===== config.mk =====
export PLATFORM = sky130hd
export DESIGN_NAME = fetch_line_buffer
export DESIGN_NICKNAME = d
export VERILOG_FILES = /design/src/rtl/fetch_line_buffer.sv
export SDC_FILE = /design/constraint.sdc
export NUM_CORES = 1
export LEC_CHECK = 0
export ABC_AREA = 1
export CAP_MARGIN = 30
export CELL_PAD_IN_SITES_DETAIL_PLACEMENT = 1
export CELL_PAD_IN_SITES_GLOBAL_PLACEMENT = 2
export CORE_UTILIZATION = 41
export DETAILED_ROUTE_END_ITERATION = 12
export DONT_BUFFER_PORTS = 1
export PLACE_DENSITY = 0.82
export REMOVE_ABC_BUFFERS = 1
export SYNTH_ARGS = -nofsm -noshare
export SYNTH_HDL_FRONTEND = slang
export SYNTH_SLANG_ARGS = --single-unit

===== constraint.sdc =====
create_clock -name clk -period 7.38 [get_ports clk]
set_input_delay 2.214 -clock clk [delete_from_list [all_inputs] [get_ports clk]]
set_output_delay 2.214 -clock clk [all_outputs]
set_load 0.02 [all_outputs]

===== src/rtl/fetch_line_buffer.sv =====
// Single-line fetch buffer on the fetch memory sub-unit interface.
// Hits return one cycle after the request. A miss bursts the whole aligned
// line in over the mem_* port and then returns the requested word.
module fetch_line_buffer #(
  parameter  int LINE_WORDS = 4,
  localparam int LINE_W     = $clog2(LINE_WORDS)
) (
  input  logic              clk,
  input  logic              rst,
  input  logic              new_request,
  input  logic [31:0]       addr,
  input  logic              re,
  input  logic              we,
  input  logic [3:0]        be,
  input  logic [31:0]       data_in,
  output logic              ready,
  output logic              data_valid,
  output logic [31:0]       data_out,
  input  logic              invalidate,
  output logic              mem_request,
  output logic [31:0]       mem_addr,
  output logic [LINE_W-1:0] mem_len,
  input  logic              mem_ack,
  input  logic              mem_rvalid,
  input  logic [31:0]       mem_rdata
);

  localparam int TAG_W = 30 - LINE_W;

  typedef enum logic [1:0] {IDLE, MISS_REQ, MISS_FILL, RESPOND} state_t;

  state_t            state;
  logic              line_valid;
  logic [TAG_W-1:0]  line_tag;
  logic [31:0]       line_data [LINE_WORDS];
  logic [TAG_W-1:0]  req_tag;
  logic [LINE_W-1:0] req_idx;
  logic [LINE_W:0]   beat_cnt;
  logic              inv_pending;

  logic [TAG_W-1:0]  tag;
  logic [LINE_W-1:0] idx;
  logic [LINE_W-1:0] beat_idx;
  logic              can_accept;
  logic              accept;
  logic              hit;
  logic              last_beat;
  logic              unused;

  assign idx        = addr[2 +: LINE_W];
  assign tag        = addr[31 -: TAG_W];
  assign beat_idx   = beat_cnt[LINE_W-1:0];
  // RESPOND accepts like IDLE, and sees the line that was just filled.
  assign can_accept = (state == IDLE) || (state == RESPOND);
  assign accept     = can_accept && new_request && re && !we;
  assign hit        = line_valid && (tag == line_tag);
  assign last_beat  = mem_rvalid && (beat_cnt == (LINE_W+1)'(LINE_WORDS-1));

  assign mem_addr   = {req_tag, {(LINE_W+2){1'b0}}};
  assign mem_len    = LINE_W'(LINE_WORDS-1);

  // Write-side byte enables and data are never used by a read-only unit.
  assign unused     = ^{be, data_in, addr[1:0]};

  // Line storage: beats land in ascending word order during the fill.
  always_ff @(posedge clk) begin
    if (!rst && state == MISS_FILL && mem_rvalid)
      line_data[beat_idx] <= mem_rdata;
  end

  // Control FSM with registered handshake and response outputs.
  always_ff @(posedge clk) begin
    if (rst) begin
      state       <= IDLE;
      line_valid  <= 1'b0;
      line_tag    <= '0;
      req_tag     <= '0;
      req_idx     <= '0;
      beat_cnt    <= '0;
      inv_pending <= 1'b0;
      ready       <= 1'b1;
      data_valid  <= 1'b0;
      data_out    <= '0;
      mem_request <= 1'b0;
    end else begin
      data_valid <= 1'b0;
      case (state)
        IDLE, RESPOND: begin
          inv_pending <= 1'b0;
          // Same-cycle request below still sees the pre-invalidate line.
          if (invalidate) line_valid <= 1'b0;
          if (accept && hit) begin
            data_valid <= 1'b1;
            data_out   <= line_data[idx];
            state      <= IDLE;
            ready      <= 1'b1;
          end else if (accept) begin
            req_tag     <= tag;
            req_idx     <= idx;
            state       <= MISS_REQ;
            ready       <= 1'b0;
            mem_request <= 1'b1;
          end else begin
            state <= IDLE;
            ready <= 1'b1;
          end
        end
        MISS_REQ: begin
          if (invalidate) inv_pending <= 1'b1;
          if (mem_ack) begin
            mem_request <= 1'b0;
            beat_cnt    <= '0;
            line_valid  <= 1'b0;
            state       <= MISS_FILL;
          end
        end
        MISS_FILL: begin
          if (invalidate) inv_pending <= 1'b1;
          if (mem_rvalid) begin
            beat_cnt <= beat_cnt + 1'b1;
            if (last_beat) begin
              line_tag   <= req_tag;
              line_valid <= !(inv_pending || invalidate);
              data_valid <= 1'b1;
              // The final beat is not in line_data yet; forward it directly.
              data_out   <= (req_idx == beat_idx) ? mem_rdata : line_data[req_idx];
              state      <= RESPOND;
              ready      <= 1'b1;
            end
          end
        end
        default: state <= IDLE;
      endcase
    end
  end

endmodule


After elaboration in Yosys (flattened, before gate mapping)
Memory sizes are Yosys's and may differ from the RTL's. A register that Yosys moved wholly into a read port is not among the register bits.
Cells that the tools add are included.
{"block": "totals", "regBits": 100, "ram_bits": 128, "out_inout_bits": 69, "elab_cells": 92, "mem_count": 1}
{"name": "line_data", "depth": 4, "width": 32, "rd": 2, "rd_ports_with_merged_regs": 1, "write_ports": 1, "line": "35", "rtl": "logic [31:0] line_data [LINE_WORDS];"}
{"block": "op_classes", "addsub": 1, "n_eq_ne": 14, "n_mux": 37, "n_bitwise": 1, "reduce_logical": 27}
{"cell": "$mux W32", "count": 4}
{"cell": "$pmux W32 S2", "count": 1}
{"cell": "$eq A28 B28 Y1", "count": 1}
{"cell": "$mux W1", "count": 18}
{"cell": "$reduce_and A3 Y1", "count": 5}
{"cell": "$ne A2 B2 Y1 const B", "count": 7}
{"cell": "$reduce_and A4 Y1", "count": 3}
{"cell": "$mux W2", "count": 5}
{"cell": "$logic_and A1 B1 Y1", "count": 8}
{"cell": "$pmux W1 S2", "count": 4}
{"cell": "$mux W3", "count": 2}
{"cell": "$pmux W2 S3", "count": 1}
{"cell": "$pmux W3 S2", "count": 1}
{"cell": "$reduce_bool A2 Y1", "count": 3}
{"cell": "$eq A2 B2 Y1 const B", "count": 2}
{"cell": "$reduce_or A2 Y1", "count": 2}
{"cell": "$add A3 B1 Y3 const B", "count": 1}
{"cell": "$eq A3 B2 Y1 const B", "count": 1}
{"cell": "$logic_not A1 Y1", "count": 3}
{"cell": "$pmux W1 S3", "count": 1}
{"cell": "$eq A2 B1 Y1 const B", "count": 1}
{"cell": "$eq A2 B2 Y1", "count": 1}
{"cell": "$logic_not A2 Y1", "count": 1}
{"cell": "$logic_or A1 B1 Y1", "count": 2}
{"cell": "other kinds (2)", "count": 2}

Longest topological paths before layout
{"block": "logic_depth", "depth_word": 10, "depth_mapped": 14}

Worst setup path before layout
OpenSTA, ideal clock, no wires.
{"block": "synth_path", "kind": "input to register", "from": "input port rst", "to": "memory line_data[0][0] (enable)", "setup_ns": 0.421, "t_arrival_ns": 4.103, "required_time_ns": 6.959, "setup_slack_ns": 2.856, "cell_stages": 4, "cell_sequence": "inv_1 -> clkbuf_1 -> nand3_1 -> nor2_1"}
{"block": "synth_via", "elab_chain_cells": 5}
{"item": "start, declared", "line": "9", "rtl": "input logic rst,"}
{"item": "$logic_not A1 Y1", "line": "67", "rtl": "if (!rst && state == MISS_FILL && mem_rvalid)"}
{"item": "$logic_and A1 B1 Y1 (2 in a row)", "line": "67"}
{"item": "$mux W1", "line": "67"}
{"item": "$mux W1 (implied by the code)", "line": "68", "rtl": "line_data[beat_idx] <= mem_rdata;"}
{"item": "end, declared", "line": "35"}
Every way passes these cells.

Final worst setup path
{"block": "layout_path", "from": "input port rst", "to": "memory line_data[2][0] (enable)"}
Same word-level chain as after synthesis.

==> flow_summary.json <==
{
  "multi_input_area_sq_mm": 0.00418,
  "cts_tree": "done",
  "combPwrFrac_pct": 21.4,
  "max_freq_mhz": 229,
  "syn_avg_cell_area_sq_um": 8.38,
  "final-seq-area_sq_mm": 0.00589,
  "synth-seq-area-share_pct": 52.9,
  "area_growth_pct": 8.09,
  "antenna_found_initial": 1,
  "reg2reg_depth": 10,
  "cts_made_buffers": 27,
  "dr.pass1.iters": 4,
  "post_drt_wl_per_cell_microns": 18.0,
  "yosys_warnings": 0,
  "tns_ps": 0,
  "cp_data_required_time_ps": 7570,
  "pin_count": 177,
  "r2r_slack_ps": 4330,
  "antenna_left": 0,
  "crit_top_cell": "buf_4",
  "drcViolationCount": 0,
  "whs_endpoint": "line_tag[17]",
  "holdBufCountCts": 0,
  "fill_cells": 3159,
  "p_switching_mw": 1.19,
  "synth_edf_count": 128,
  "grt_usage_pct": 21.4,
  "die-width_microns": 167,
  "synthFlopType": "edfxtp_1",
  "wirelength_mm": 29.3,
  "setup_ws_ps": 3020,
  "grt_pass1_vias": 9135,
  "setup_viol": 0,
  "grt_pass1_wl_mm": 47.5,
  "dp_hpwl_mm": 16.7,
  "clk_pin_slew_ps": 60,
  "crit_path_end_kind": "register",
  "io_buffers": 0,
  "maxSlewHeadroom_pct": 29.0,
  "arrival_ps": 4550,
  "grt_remaining_overflow": 0,
  "fin_worst_skew_ps": 7.62,
  "power_density_mw_per_mm2": 300,
  "ir_worst_vdd_uv": 177,
  "crit_chain": "clkinv_2, buf_4, nand3_1, nor2_4, buf_4",
  "worstHoldStart": "line_tag[17]",
  "drv_cap": 0,
  "cp_slowest_cell": "buf_4",
  "nets": 1391,
  "hold_ws_ps": 457,
  "vias_per_cell": 5.38,
  "core-area_sq_mm": 0.0264,
  "drive_above_1_share_pct": 6.40,
  "start_util_pct": 42.2,
  "post-route-util_pct": 45.6,
  "insertion_delay_ps": 530,
  "ys_ff_latch": 230,
  "crit_path_max_fanout": 96,
  "grt_start_max_net_pins": 130,
  "syn_inst": 1326,
  "final_cell_mix": "nand2_1, o21ai_0, nor2_1",
  "cp-start-kind": "input pin",
  "post-cts-setup-buffers": 0,
  "gp_congestion": 0.729,
  "async_flop_share_pct": 0,
  "r2r-start": "state[0]",
  "die_h_microns": 167,
  "clkPwrFrac_pct": 34.8,
  "internal_power_mw": 2.41,
  "rsz0062_at_grt": "no",
  "drt-initial-drc-count": 442,
  "swShare_pct": 33.0,
  "power_mw": 3.60,
  "worst-slew-pin-transition_ps": 1070,
  "power_frac_seq_pct": 43.8,
  "critPathKind": "in -> reg",
  "pre_cts_ws_ps": 2350,
  "leakage_nw": 4.78,
  "layout_commonest_cell": "nand2_1",
  "synth_cell_types": 36,
  "drv_slew": 0,
  "rows": 59,
  "cts.htree.levels": 1,
  "cts.sink_count": 230,
  "cts_resized": 0,
  "hold_depth": 2,
  "hold_violations": 0,
  "num_vias": 8787,
  "cpPeakStageDelay_ps": 730,
  "dieArea_sq_mm": 0.0278,
  "status": "finished clean",
  "period_needed_ps": 4360,
  "max-clock-path-buffers": 3,
  "reg2reg_to": "ready",
  "min_path_type": "reg -> reg",
  "synth_area_sq_mm": 0.0111,
  "min_period_over_period_pct": 59.0,
  "root_buffer": "clkbuf_16"
}
-- metal layers --
metal	part of all wire, %	track usage (%)	vias to the layer above
met5	0	0	-
met2	49	37.4	185
met4	1.7	5.43	0
met3	7.0	5.85	32
met1	43	25.9	4239
li1	-	-	4331
-- cells in the mapped netlist, types with 12 or more instances --
cell type	count	share of area, %
a22oi_1	32	2.2
clkbuf_1	43	1.5
buf_2	23	1.0
o211ai_1	32	2.2
nor2_1	161	5.4
dfxtp_1	102	18
buf_4	12	0.81
inv_1	148	5.0
nand2_1	197	6.7
a21oi_1	110	5.0
o21ai_0	162	7.3
edfxtp_1	128	35
nand3_1	69	3.1
o21ai_1	35	1.6
-- state kept, by name (all words and copies together) (netlist names), named ones only --
signal / cells
line_data: 128
data_out: 32
line_tag: 28
req_tag: 28
beat_cnt: 3
req_idx: 2
state: 2
data_valid: 1
inv_pending: 1
line_valid: 1
mem_request: 1
ready: 1
-- worst max-delay path by stage --
| stage | start | to | slack [ps] |
|---|---|---|---|
| 3_3_place_gp | rst | line_data[3][0] | 2410 |
| 6_report | rst | line_data[2][0] | 3020 |
| 3_5_place_dp | rst | line_data[2][0] | 2350 |
| 4_1_cts | rst | line_data[2][12] | 2910 |
| 5_1_grt | rst | line_data[2][12] | 2780 |
| 2_1_floorplan | rst | line_data[0][0] | 1840 |
-- area by class of cell --
class / instances / share of cell area [%]
Multi-Input combinational cell: 848 / 34.8
Tap cell: 335 / 3.49
Sequential cell: 230 / 49.0
Timing Repair Buffer: 11 / 0.854
Antenna cell: 1 / 0.0208
Clock inverter: 5 / 0.208
Clock buffer: 44 / 6.69
Inverter: 158 / 4.96
-- through the flow --
stage,instance area [sq um],instances
after floorplan,10600,1236
after global placement,11200,1581
after detailed placement,11200,1581
after CTS,12000,1630
after global routing,12000,1632
final,12000,1632
-- power groups by stage --
| stage | Clock [mW] | Sequential [mW] | Combinational, mW |
|---|---|---|---|
| after global placement | 0 | 1.60 | 0.759 |
| after detailed placement | 0 | 1.60 | 0.779 |
| after global routing | 1.33 | 1.59 | 0.883 |
| final | 1.25 | 1.58 | 0.771 |
| after floorplan | 0 | 1.59 | 0.531 |
| after CTS | 1.29 | 1.58 | 0.782 |
-- worst max-delay path: cells and delay by family --
family	cells	cell delay (ps)
and+or+nand+nor	2	1140
buffers and inverters	3	1180
-- logic make-up after synthesis --
logic type / count (synthesis) / synth area share (%)
AO/OA/AOI/OAI: 386 / 19.3
XOR/XNOR: 11 / 0.867
other: 2 / 0.0676
buffers and inverters: 252 / 9.95
flip-flops: 230 / 52.9
adder cells (fa/ha/maj): 7 / 0.788
AND/OR/NAND/NOR: 438 / 16.1
No activity file was read; power rests on OpenSTA's default activity.
